$ cat src/rtl/fpdiv32.sv
// fpdiv32: iterative IEEE-754 single-precision divider, R = A / B.
// A radix-2 restoring divider produces one quotient bit per clock. Every
// operation, special operands included, takes a fixed 26 cycles from ACT
// to RDY. Denormal inputs are flushed to zero and the result is truncated.
//
// state | meaning
// ------+---------------------------------------------------------------
// IDLE  | waiting for ACT; captures operands, tag, sign and special flags
// DIV   | 25 restoring iterations, one quotient bit per clock
// PACK  | normalize, apply range and special overrides, strobe RDY
module fpdiv32 (
    input  logic        CLK,
    input  logic        RESET,
    input  logic        ACT,
    input  logic        TAGi,
    input  logic [31:0] A,
    input  logic [31:0] B,
    output logic        BUSY,
    output logic        RDY,
    output logic        TAGo,
    output logic [31:0] R
);

    typedef enum logic [1:0] {IDLE, DIV, PACK} state_t;

    state_t             state;
    logic [4:0]         cnt;
    logic [24:0]        rem;
    logic [24:0]        q;
    logic [23:0]        mb;
    logic signed [9:0]  exp_r;
    logic               sign_r;
    logic               tag_r;
    logic               sp_nan;
    logic               sp_inf;
    logic               sp_zero;

    logic a_zero, a_inf, a_nan, b_zero, b_inf, b_nan;
    assign a_zero = (A[30:23] == 8'h00);
    assign a_inf  = (A[30:23] == 8'hff) && (A[22:0] == 23'd0);
    assign a_nan  = (A[30:23] == 8'hff) && (A[22:0] != 23'd0);
    assign b_zero = (B[30:23] == 8'h00);
    assign b_inf  = (B[30:23] == 8'hff) && (B[22:0] == 23'd0);
    assign b_nan  = (B[30:23] == 8'hff) && (B[22:0] != 23'd0);

    // Partial remainder is always below 2*mB, so after a successful trial
    // subtraction the difference fits in 24 bits and the MSB can be dropped.
    logic        rem_ge;
    logic [23:0] rem_sub;
    assign rem_ge  = (rem >= {1'b0, mb});
    assign rem_sub = rem[23:0] - mb;

    logic signed [9:0] exp_n;
    logic [22:0]       frac_n;
    logic [31:0]       pack_r;

    // Normalize the quotient and select the packed result with overrides.
    always_comb begin
        exp_n  = q[24] ? exp_r : (exp_r - 10'sd1);
        frac_n = q[24] ? q[23:1] : q[22:0];
        pack_r = 32'd0;
        if (sp_nan)
            pack_r = {sign_r, 8'hff, 23'h7fffff};
        else if (sp_inf)
            pack_r = {sign_r, 8'hff, 23'd0};
        else if (sp_zero)
            pack_r = 32'd0;
        else if (exp_n >= 10'sd255)
            pack_r = {sign_r, 8'hff, 23'd0};
        else if (exp_n <= 10'sd0)
            pack_r = 32'd0;
        else
            pack_r = {sign_r, exp_n[7:0], frac_n};
    end

    // Sequencer and datapath: capture, iterate, pack with registered outputs.
    always_ff @(posedge CLK or negedge RESET) begin
        if (!RESET) begin
            state   <= IDLE;
            cnt     <= 5'd0;
            rem     <= 25'd0;
            q       <= 25'd0;
            mb      <= 24'd0;
            exp_r   <= 10'sd0;
            sign_r  <= 1'b0;
            tag_r   <= 1'b0;
            sp_nan  <= 1'b0;
            sp_inf  <= 1'b0;
            sp_zero <= 1'b0;
            BUSY    <= 1'b0;
            RDY     <= 1'b0;
            TAGo    <= 1'b0;
            R       <= 32'd0;
        end else begin
            RDY <= 1'b0;
            case (state)
                IDLE: begin
                    if (ACT) begin
                        rem     <= {2'b01, A[22:0]};
                        q       <= 25'd0;
                        mb      <= {1'b1, B[22:0]};
                        exp_r   <= $signed({2'b00, A[30:23]}) - $signed({2'b00, B[30:23]}) + 10'sd127;
                        sign_r  <= A[31] ^ B[31];
                        tag_r   <= TAGi;
                        sp_nan  <= a_nan | b_nan | (a_zero & b_zero) | (a_inf & b_inf);
                        sp_inf  <= a_inf | b_zero;
                        sp_zero <= a_zero | b_inf;
                        cnt     <= 5'd0;
                        BUSY    <= 1'b1;
                        state   <= DIV;
                    end
                end
                DIV: begin
                    q <= {q[23:0], rem_ge};
                    if (rem_ge)
                        rem <= {rem_sub, 1'b0};
                    else
                        rem <= {rem[23:0], 1'b0};
                    if (cnt == 5'd24)
                        state <= PACK;
                    else
                        cnt <= cnt + 5'd1;
                end
                PACK: begin
                    R     <= pack_r;
                    TAGo  <= tag_r;
                    RDY   <= 1'b1;
                    BUSY  <= 1'b0;
                    state <= IDLE;
                end
                default: state <= IDLE;
            endcase
        end
    end

endmodule

$ cat config.mk
export PLATFORM = sky130hd
export DESIGN_NAME = fpdiv32
export DESIGN_NICKNAME = d
export VERILOG_FILES = /design/src/rtl/fpdiv32.sv
export SDC_FILE = /design/constraint.sdc
export NUM_CORES = 1
export LEC_CHECK = 0
export ABC_AREA = 1
export CAP_MARGIN = 5
export CELL_PAD_IN_SITES_DETAIL_PLACEMENT = 1
export CELL_PAD_IN_SITES_GLOBAL_PLACEMENT = 1
export CORE_UTILIZATION = 35
export DETAILED_ROUTE_END_ITERATION = 8
export PLACE_DENSITY = 0.72
export SKIP_LAST_GASP = 1
export SLEW_MARGIN = 30
export SYNTH_ARGS = -nofsm -noshare
export SYNTH_HDL_FRONTEND = slang
export SYNTH_SLANG_ARGS = --single-unit
$ cat constraint.sdc
create_clock -name CLK -period 2.3 [get_ports CLK]
set_input_delay 0.23 -clock CLK [delete_from_list [all_inputs] [get_ports CLK]]
set_output_delay 0.23 -clock CLK [all_outputs]
set_load 0.02 [all_outputs]
After elaboration in Yosys (flattened, before gate mapping)
Index checks and enable logic that the tools add are counted.
{"block": "word_totals", "wordCells": 78, "inputBits": 68, "regBits": 131, "output_inout_bits": 35}
{"block": "op_classes", "bitwise_logic": 8, "n_reduce_logical": 18, "magnitude_cmp": 3, "n_eq_ne": 8, "muxes": 21, "addsub": 5}
{"operator": "2-to-1 mux 32 bit", "count": 5}
{"operator": "case mux 25 bit (2 select lines)", "count": 2}
{"operator": "2-to-1 mux 25 bit", "count": 3}
{"operator": "logical NOT 23 bit", "count": 2}
{"operator": "nonzero test 23 bit", "count": 2}
{"operator": ">= comparator 25 x 24 -> 1 bit", "count": 1}
{"operator": "subtractor 24 bit", "count": 1}
{"operator": "2-to-1 mux 23 bit", "count": 1}
{"operator": "equality test 8 bit, second input constant", "count": 2}
{"operator": "logical NOT 8 bit", "count": 2}
{"operator": "adder 9 x 8 -> 10 bit, second input constant", "count": 1}
{"operator": ">= comparator 10 x 9 -> 1 bit, second input constant", "count": 1}
{"operator": "<= comparator 10 x 1 -> 1 bit, second input constant", "count": 1}
{"operator": "2-to-1 mux 10 bit", "count": 1}
{"operator": "2-to-1 mux 5 bit", "count": 2}
{"operator": "case mux 5 bit (2 select lines)", "count": 1}
{"operator": "subtractor 10 x 2 -> 10 bit, second input constant", "count": 1}
{"operator": "subtractor 8 x 8 -> 9 bit", "count": 1}
{"operator": "AND reduction 2 bit", "count": 4}
{"operator": "!= test 2 bit, second input constant", "count": 3}
{"operator": "adder 5 x 1 -> 5 bit, second input constant", "count": 1}
{"operator": "equality test 5 bit, second input constant", "count": 1}
{"operator": "bitwise OR 1 bit", "count": 5}
{"operator": "logical AND 1 bit", "count": 4}
{"operator": "other kinds (11)", "count": 15}

Logic depth before layout (Yosys ltp)
Gate-level depths: netlist of run 1.
{"block": "depth", "ltp_word": 8, "ltp_mapped": 17, "depth_no_buf": 17}

Worst setup path before layout of run 1
Ideal clock, no wire load.
{"block": "synth_timing", "path_type": "register -> register", "startpoint": "register rem[0]", "endpoint": "register rem[11]", "path_buffers": 0, "stages_incl_launch_ff": 14, "path_slack_ns": 0.270, "arrival_ns": 1.953, "setup_ns": 0.077, "t_required_ns": 2.223, "period_less_slack_ns": 2.030, "path_cell_list": "dfrtp_1 inv_1 ha_1 fa_1 o21ai_1 nand2_1 nand2_1 nand2_1 a21o_1 nand2_1 inv_1 nand2_1 nand3_1 a21oi_1"}
{"block": "synth_via", "elab_chain_len": 3, "word_cells_on_any_way": 4, "cone_classes": "1 x add/sub; 1 x order compare; 2 x mux"}
{"element": "start: declaration", "line": "28", "rtl": "logic [24:0] rem;"}
{"element": "start signal: assignment", "line": "99", "rtl": "rem <= {2'b01, A[22:0]};"}
{"element": "start signal: assignment", "line": "116", "rtl": "rem <= {rem_sub, 1'b0};"}
{"element": "start signal: assignment", "line": "118", "rtl": "rem <= {rem[23:0], 1'b0};"}
{"element": "subtractor 24 bit / >= comparator 25 x 24 -> 1 bit (equally long branches)", "line": "51, 50"}
{"element": "2-to-1 mux 25 bit (*)", "line": "115", "rtl": "if (rem_ge)"}
{"element": "case mux 25 bit (2 select lines) (*)", "line": "96", "rtl": "case (state)"}
Every way passes the cells marked *; elsewhere a longest branch is shown, timed or not.
A chain may end at the register's enable or synchronous reset.

Final worst setup path of run 1
{"block": "layout_timing", "startpoint": "register rem[12]", "endpoint": "register rem[19]"}
The elaborated chain is that of the path after synthesis.

==> flow_metrics.tcl, run 1 <==
set metrics [dict create \
    status "finished, final reports clean" \
    regToRegStartpoint "rem[12]" \
    cp.required_ps 2630 \
    clock.fmax_ghz 0.443 \
    core.rowCount 57 \
    finalCriticalPeriod_ps 2260 \
    layout_commonest_cell "nand2_1" \
    setup_violations 0 \
    gr-total-overflow 0 \
    crit_path_end_kind "register" \
    synth_fp_nets 1310 \
    die_w_um 160 \
    io_pins 103 \
    arrival_ps 2590 \
    routed_wl_mm 28.2 \
    syn-instance-count 1204 \
    die_area_um2 25500 \
    final-max-slew-violation-count 0 \
    die_h_um 160 \
    cts_htree_levels 4 \
    area_growth_pct 33.3 \
    maxCapViolations 0 \
    clock_skew_ps 16.2 \
    multi_input_area_um2 4950 \
    via_count 8503 \
    timing.rr.end "rem[19]" \
    fin_crit_sh_pct 98.2 \
    cp-startpoint "rem[12]" \
    grt_pass1_vias 8855 \
    final_cell_mix "nand2_1, inv_1, dfrtp_1" \
    clock_sinks 131 \
    drc_errors 0 \
    regArea_um2 3280 \
    criticalPathCategory "reg2reg" \
    synth_seq_cells 131 \
    slew_headroom_pct 54.6 \
    cts_max_path_buffers 2 \
    antenna_found_initial 0 \
    netlist_area_um2 8700 \
    power_density_nw_per_um2 1670 \
    synthArstFlopShare_pct 100 \
    grt_pass1_wl_mm 45.6 \
    cts_root_buf "clkbuf_16" \
    synth_area_per_cell_um2 7.23 \
    cp-endpoint "rem[19]" \
    start_util_pct 35.8 \
    final_area_um2 11600 \
    place_area_um2 10500 \
    total_power_uw 19300 \
    cts_buffers 17 \
    cts_tree "yes" \
    wl_per_cell_um 16.6 \
    ant_nets 0 \
    ff2ff_setup_slack_ps 40 \
    final_util_pct 47.7 \
    fill_cells 3010 \
    startpoint_type "register" \
    hold_path_class "in2async" \
    port_buffers 102 \
    ys_types 49 \
    gp_congestion 0.890 \
    diodes 0 \
    yosys_warnings 0 \
    path_max_fanout 16 \
    drive_gt1_share_pct 17.3 \
    core-area_um2 24300 \
    grt_max_degree 52 \
    vdd_drop_max_v 0.000748 \
    seq_area_frac_synth_pct 37.7 \
    drt_iter0_markers 357 \
    reg2reg_depth 11 \
    p_leak_uw 0.00531 \
    grt_use_total_pct 22.6 \
    path_clk_slew_ps 70 \
    synth_edf_count 0 \
    tightest_slew_ps 680 \
    hpwl_mm 20.8 \
    synth_ff_type "dfrtp_1" \
    clk-insertion-delay-late_ps 450 \
    final-hold-violation-count 0 \
    drt-pass1-iter-count 5 \
    vias_per_cell 5.01 \
    final_nets 1465 \
]
==> worst min path at each step <==
stage | from | slack [ps] | to | cells past startpoint
2_1_floorplan | RESET | -70 | BUSY | 0
3_3_place_gp | RESET | 170 | R[5] | 1
3_5_place_dp | RESET | 180 | R[6] | 1
4_1_cts | RESET | 270 | R[9] | 2
5_1_grt | RESET | 300 | R[5] | 2
6_report | RESET | 260 | R[9] | 2
==> stage by stage <==
stage               setup slack (ps)  hold WS [ps]  std cells  TNS (ps)
finish                          42.0           261       1696         0
global route                   -68.3           297       1696      -434
CTS                            0.950           274       1689         0
detailed placement              -194           176       1656      -903
global placement                -119           174       1656      -387
floorplan                        270         -65.6       1204         0
==> layout make-up <==
cell class / count / area share [%]
inverters: 179 / 5.87
multi-input cells: 853 / 42.7
clock inverters: 14 / 1.42
flip-flops and latches: 131 / 28.3
clock buffers: 18 / 3.79
repair buffers: 177 / 14.4
well taps: 324 / 3.50
==> critical path, cell delays in order (launching register included) <==
cell     delay (ps)
dfrtp_1         420
ha_4            330
nand2_2         100
nor2_4          140
nand2_1          90
nor3_2          280
nand2_2         130
nand3_4         150
buf_6           200
nand3_1         120
nand2_1         100
a21oi_1          60
==> cell families (layout without fill, tap and decap cells) <==
| group | after synthesis | after routing | share of synthesized area [%] |
|---|---|---|---|
| AO/OA/AOI/OAI | 229 | 229 | 15.1 |
| XOR/XNOR | 18 | 18 | 1.81 |
| adder cells (fa/ha/maj) | 38 | 38 | 5.64 |
| buffers and inverters | 220 | 388 | 10.2 |
| flip-flops | 131 | 131 | 37.7 |
| AND/OR/NAND/NOR | 568 | 568 | 29.5 |
==> power by group <==
group	internal, uW	switching, uW
logic	5100	7400
clock network	1660	1210
registers	3280	684
==> Yosys cell counts (3+ instances only) <==
cell type | n | share of area (%)
nand3b_1 | 3 | 0.26
xnor2_1 | 10 | 1.0
nor3_1 | 13 | 0.75
nand3_2 | 3 | 0.35
o21ai_1 | 8 | 0.46
inv_1 | 171 | 7.4
nand2_2 | 26 | 1.9
buf_2 | 12 | 0.69
a21oi_1 | 64 | 3.7
nor4_1 | 9 | 0.65
o21bai_1 | 6 | 0.52
o21ai_0 | 91 | 5.2
ha_1 | 36 | 5.2
nor2_2 | 4 | 0.29
a21oi_2 | 21 | 2.1
o31ai_1 | 3 | 0.26
nor2_1 | 101 | 4.4
dfrtp_1 | 131 | 38
inv_2 | 5 | 0.22
nand4_1 | 38 | 2.7
xor2_1 | 8 | 0.81
clkbuf_1 | 23 | 0.99
nand3_1 | 71 | 4.1
nor3_2 | 3 | 0.35
o22ai_1 | 27 | 1.9
nand2_1 | 285 | 12
==> layer usage <==
metal  global-route usage (%)  vias to the layer above  wire length [um]
met3                     3.45                       33               676
met2                     39.6                      134             14100
met4                     6.77                        0               598
met1                     28.5                     4091             12800
li1                         -                     4245                 -
met5                        0                        -                 0
==> registers in the layout, summed over array words and instances, names as in the netlist, 2 cells and up <==
signal and count:
R 32, cnt 5, exp_r 10, mb 24
q 25, rem 25, state 2
==> what timing repair did <==
action                                  in CTS  in global routing
hold buffers                                 1                  0
setup buffers                                0                  6
cloned                                       0                  1
hold endpoints to repair                    38                  0
pin swaps                                    0                 15
endpoints found under the setup margin       4                 35
resized for setup                            2                 70
Note: power is estimated with default switching activity, not from simulation.
==> run 2, diff against run 1 <==
clock period = 2.8 ns   (was 2.3 ns; I/O delays follow)
==> run 2 against run 1 <==
Against the previous run: flip-flop and latch count unchanged; total power decreased by 28%; register-to-register slack improved by 290 ps; cell count decreased by 3.4%; critical endpoint is now rem[15].
==> flow_metrics.tcl, run 2 (synthesized netlist as in run 1, its figures left out) <==
set metrics [dict create \
    status "finished, final reports clean" \
    grt_pass1_wl_mm 44.7 \
    reg_top3 "R x32, q x25, rem x25" \
    fin_setup_tns_ps 0 \
    clockPowerShare_pct 17.2 \
    vias_per_cell 5.00 \
    tightest_slew_ps 643 \
    power_density_nw_per_um2 1300 \
    diodes 0 \
    finalCriticalPeriod_ps 2470 \
    die_h_um 160 \
    criticalPathCategory "reg2reg" \
    ff2ff_setup_slack_ps 330 \
    area_growth_pct 23.2 \
    regToRegStartpoint "rem[0]" \
    drt_iter0_markers 326 \
    crit_path_end_kind "register" \
    vdd_drop_max_v 0.000493 \
    post_cts_resized 0 \
    rsz0062_at_grt "no" \
    cts_max_path_buffers 2 \
    slew_headroom_pct 56.8 \
    final-hold-violation-count 0 \
    wl_per_cell_um 16.3 \
    cts_root_buf "clkbuf_16" \
    gp_congestion 0.927 \
    hpwl_mm 20.3 \
    p_leak_uw 0.00500 \
    arrival_ps 2840 \
    clock_sinks 131 \
    final-max-slew-violation-count 0 \
    maxCapViolations 0 \
    core-area_um2 24300 \
    clock.fmax_ghz 0.404 \
    gr-total-overflow 0 \
    cts_setup_buffers 0 \
    io_pins 103 \
    grt_use_total_pct 22.0 \
    path_clk_slew_ps 60 \
    drive_gt1_share_pct 9.81 \
    antenna_found_initial 0 \
    via_count 8189 \
    setup_violations 0 \
    fill_cells 3055 \
    cp-startpoint "rem[0]" \
    total_power_uw 13900 \
    power_frac_seq_pct 22.9 \
    reg2reg_depth 13 \
    drc_errors 0 \
    path_max_fanout 4 \
    clock_skew_ps 7.86 \
    die_w_um 160 \
    cell_internal_pwr_uw 7080 \
    startpoint_type "register" \
    final_cell_mix "nand2_1, inv_1, dfrtp_1" \
    ant_nets 0 \
    port_buffers 102 \
    comb_power_share_pct 60.0 \
    cts_buffers 17 \
    die_area_um2 25500 \
    hold_path_class "in2async" \
    layout_commonest_cell "nand2_1" \
    fin_crit_sh_pct 88.3 \
    clk-insertion-delay-late_ps 430 \
    start_util_pct 35.8 \
    top_register "R" \
    routed_wl_mm 26.7 \
    grt_max_degree 60 \
    timing.rr.end "rem[15]" \
    drt-pass1-iter-count 4 \
    p_sw_share_pct 49.1 \
    grt_pass1_vias 8649 \
    cts_tree "yes" \
    cts_htree_levels 4 \
    switchingPower_uw 6830 \
    cp.required_ps 3170 \
    largest_register_ffs 32 \
    core.rowCount 57 \
    cp-endpoint "rem[15]" \
    final_nets 1409 \
]
[run 2: cell count changes in the layout (fill, tap and decap cells not counted), sizes merged]
cell      before  now
buf           74   19
clkinvlp       4    0
clkinv         1    4
inv          186  184
bufinv         2    3
[run 2: metrics by stage]
| step | util, % | hold WS (ps) | worst slack (ps) | cell area [um^2] | instances |
|---|---|---|---|---|---|
| after floorplan | - | -15.6 | 770 | 8700 | 1204 |
| after global placement | 41.5 | 245 | 308 | 10100 | 1607 |
| after detailed placement | 41.5 | 249 | 195 | 10100 | 1607 |
| after CTS | 44.1 | 366 | 341 | 10700 | 1639 |
| after global routing | 44.1 | 390 | 124 | 10700 | 1639 |
| final | 44.1 | 350 | 328 | 10700 | 1639 |
[run 2: worst min path at each step]
stage | startpoint | to | slack [ps] | cells after the start
final | RESET | R[5] | 350 | 2
after global routing | RESET | R[6] | 390 | 2
after CTS | RESET | R[5] | 370 | 2
after detailed placement | RESET | R[5] | 250 | 1
after global placement | RESET | R[9] | 240 | 1
after floorplan | RESET | BUSY | -20 | 0
[run 2: per-layer routing]
layer	routed length, um	part of all wire (%)	global-route usage (%)
met1	12500	47	28.5
met2	13100	49	38.0
met3	586	2.2	2.96
met4	493	1.8	6.73
met5	0	0	0
[run 2: repair_timing]
item | 4_1_cts | 5_1_grt
endpoints found under the setup margin | 0 | 0
endpoints found under the hold margin | 45 | 0
hold buffers | 1 | 0
[run 2: critical path, stage by stage (launching register included)]
cell and delay, ps:
dfrtp_1 330, inv_1 70, ha_1 250, fa_1 440, o21ai_1 380, nand2_1 100, nand2_1 200, nand3_1 100
nand2_1 100, xor2_1 160, nand2_1 60, nand2_1 60, o21bai_1 60, inv_1 90
[run 2: power groups by stage]
stage / Sequential, uW / Clock (uW) / Combinational [uW]
6_report: 3180 / 2390 / 8340
5_1_grt: 3290 / 2520 / 9500
4_1_cts: 3190 / 2440 / 8410
3_5_place_dp: 3210 / 0 / 8310
3_3_place_gp: 3180 / 0 / 8130
2_1_floorplan: 3210 / 0 / 6010
[run 2: area by class of cell]
class	instances	area, um^2	area share, %
sequential	131	3280	30.6
inverter	179	678	6.33
clock inverter	12	169	1.58
multi-input combinational	853	4550	42.4
timing repair buffer	121	1190	11.1
clock buffer	19	453	4.22
tap	324	405	3.78
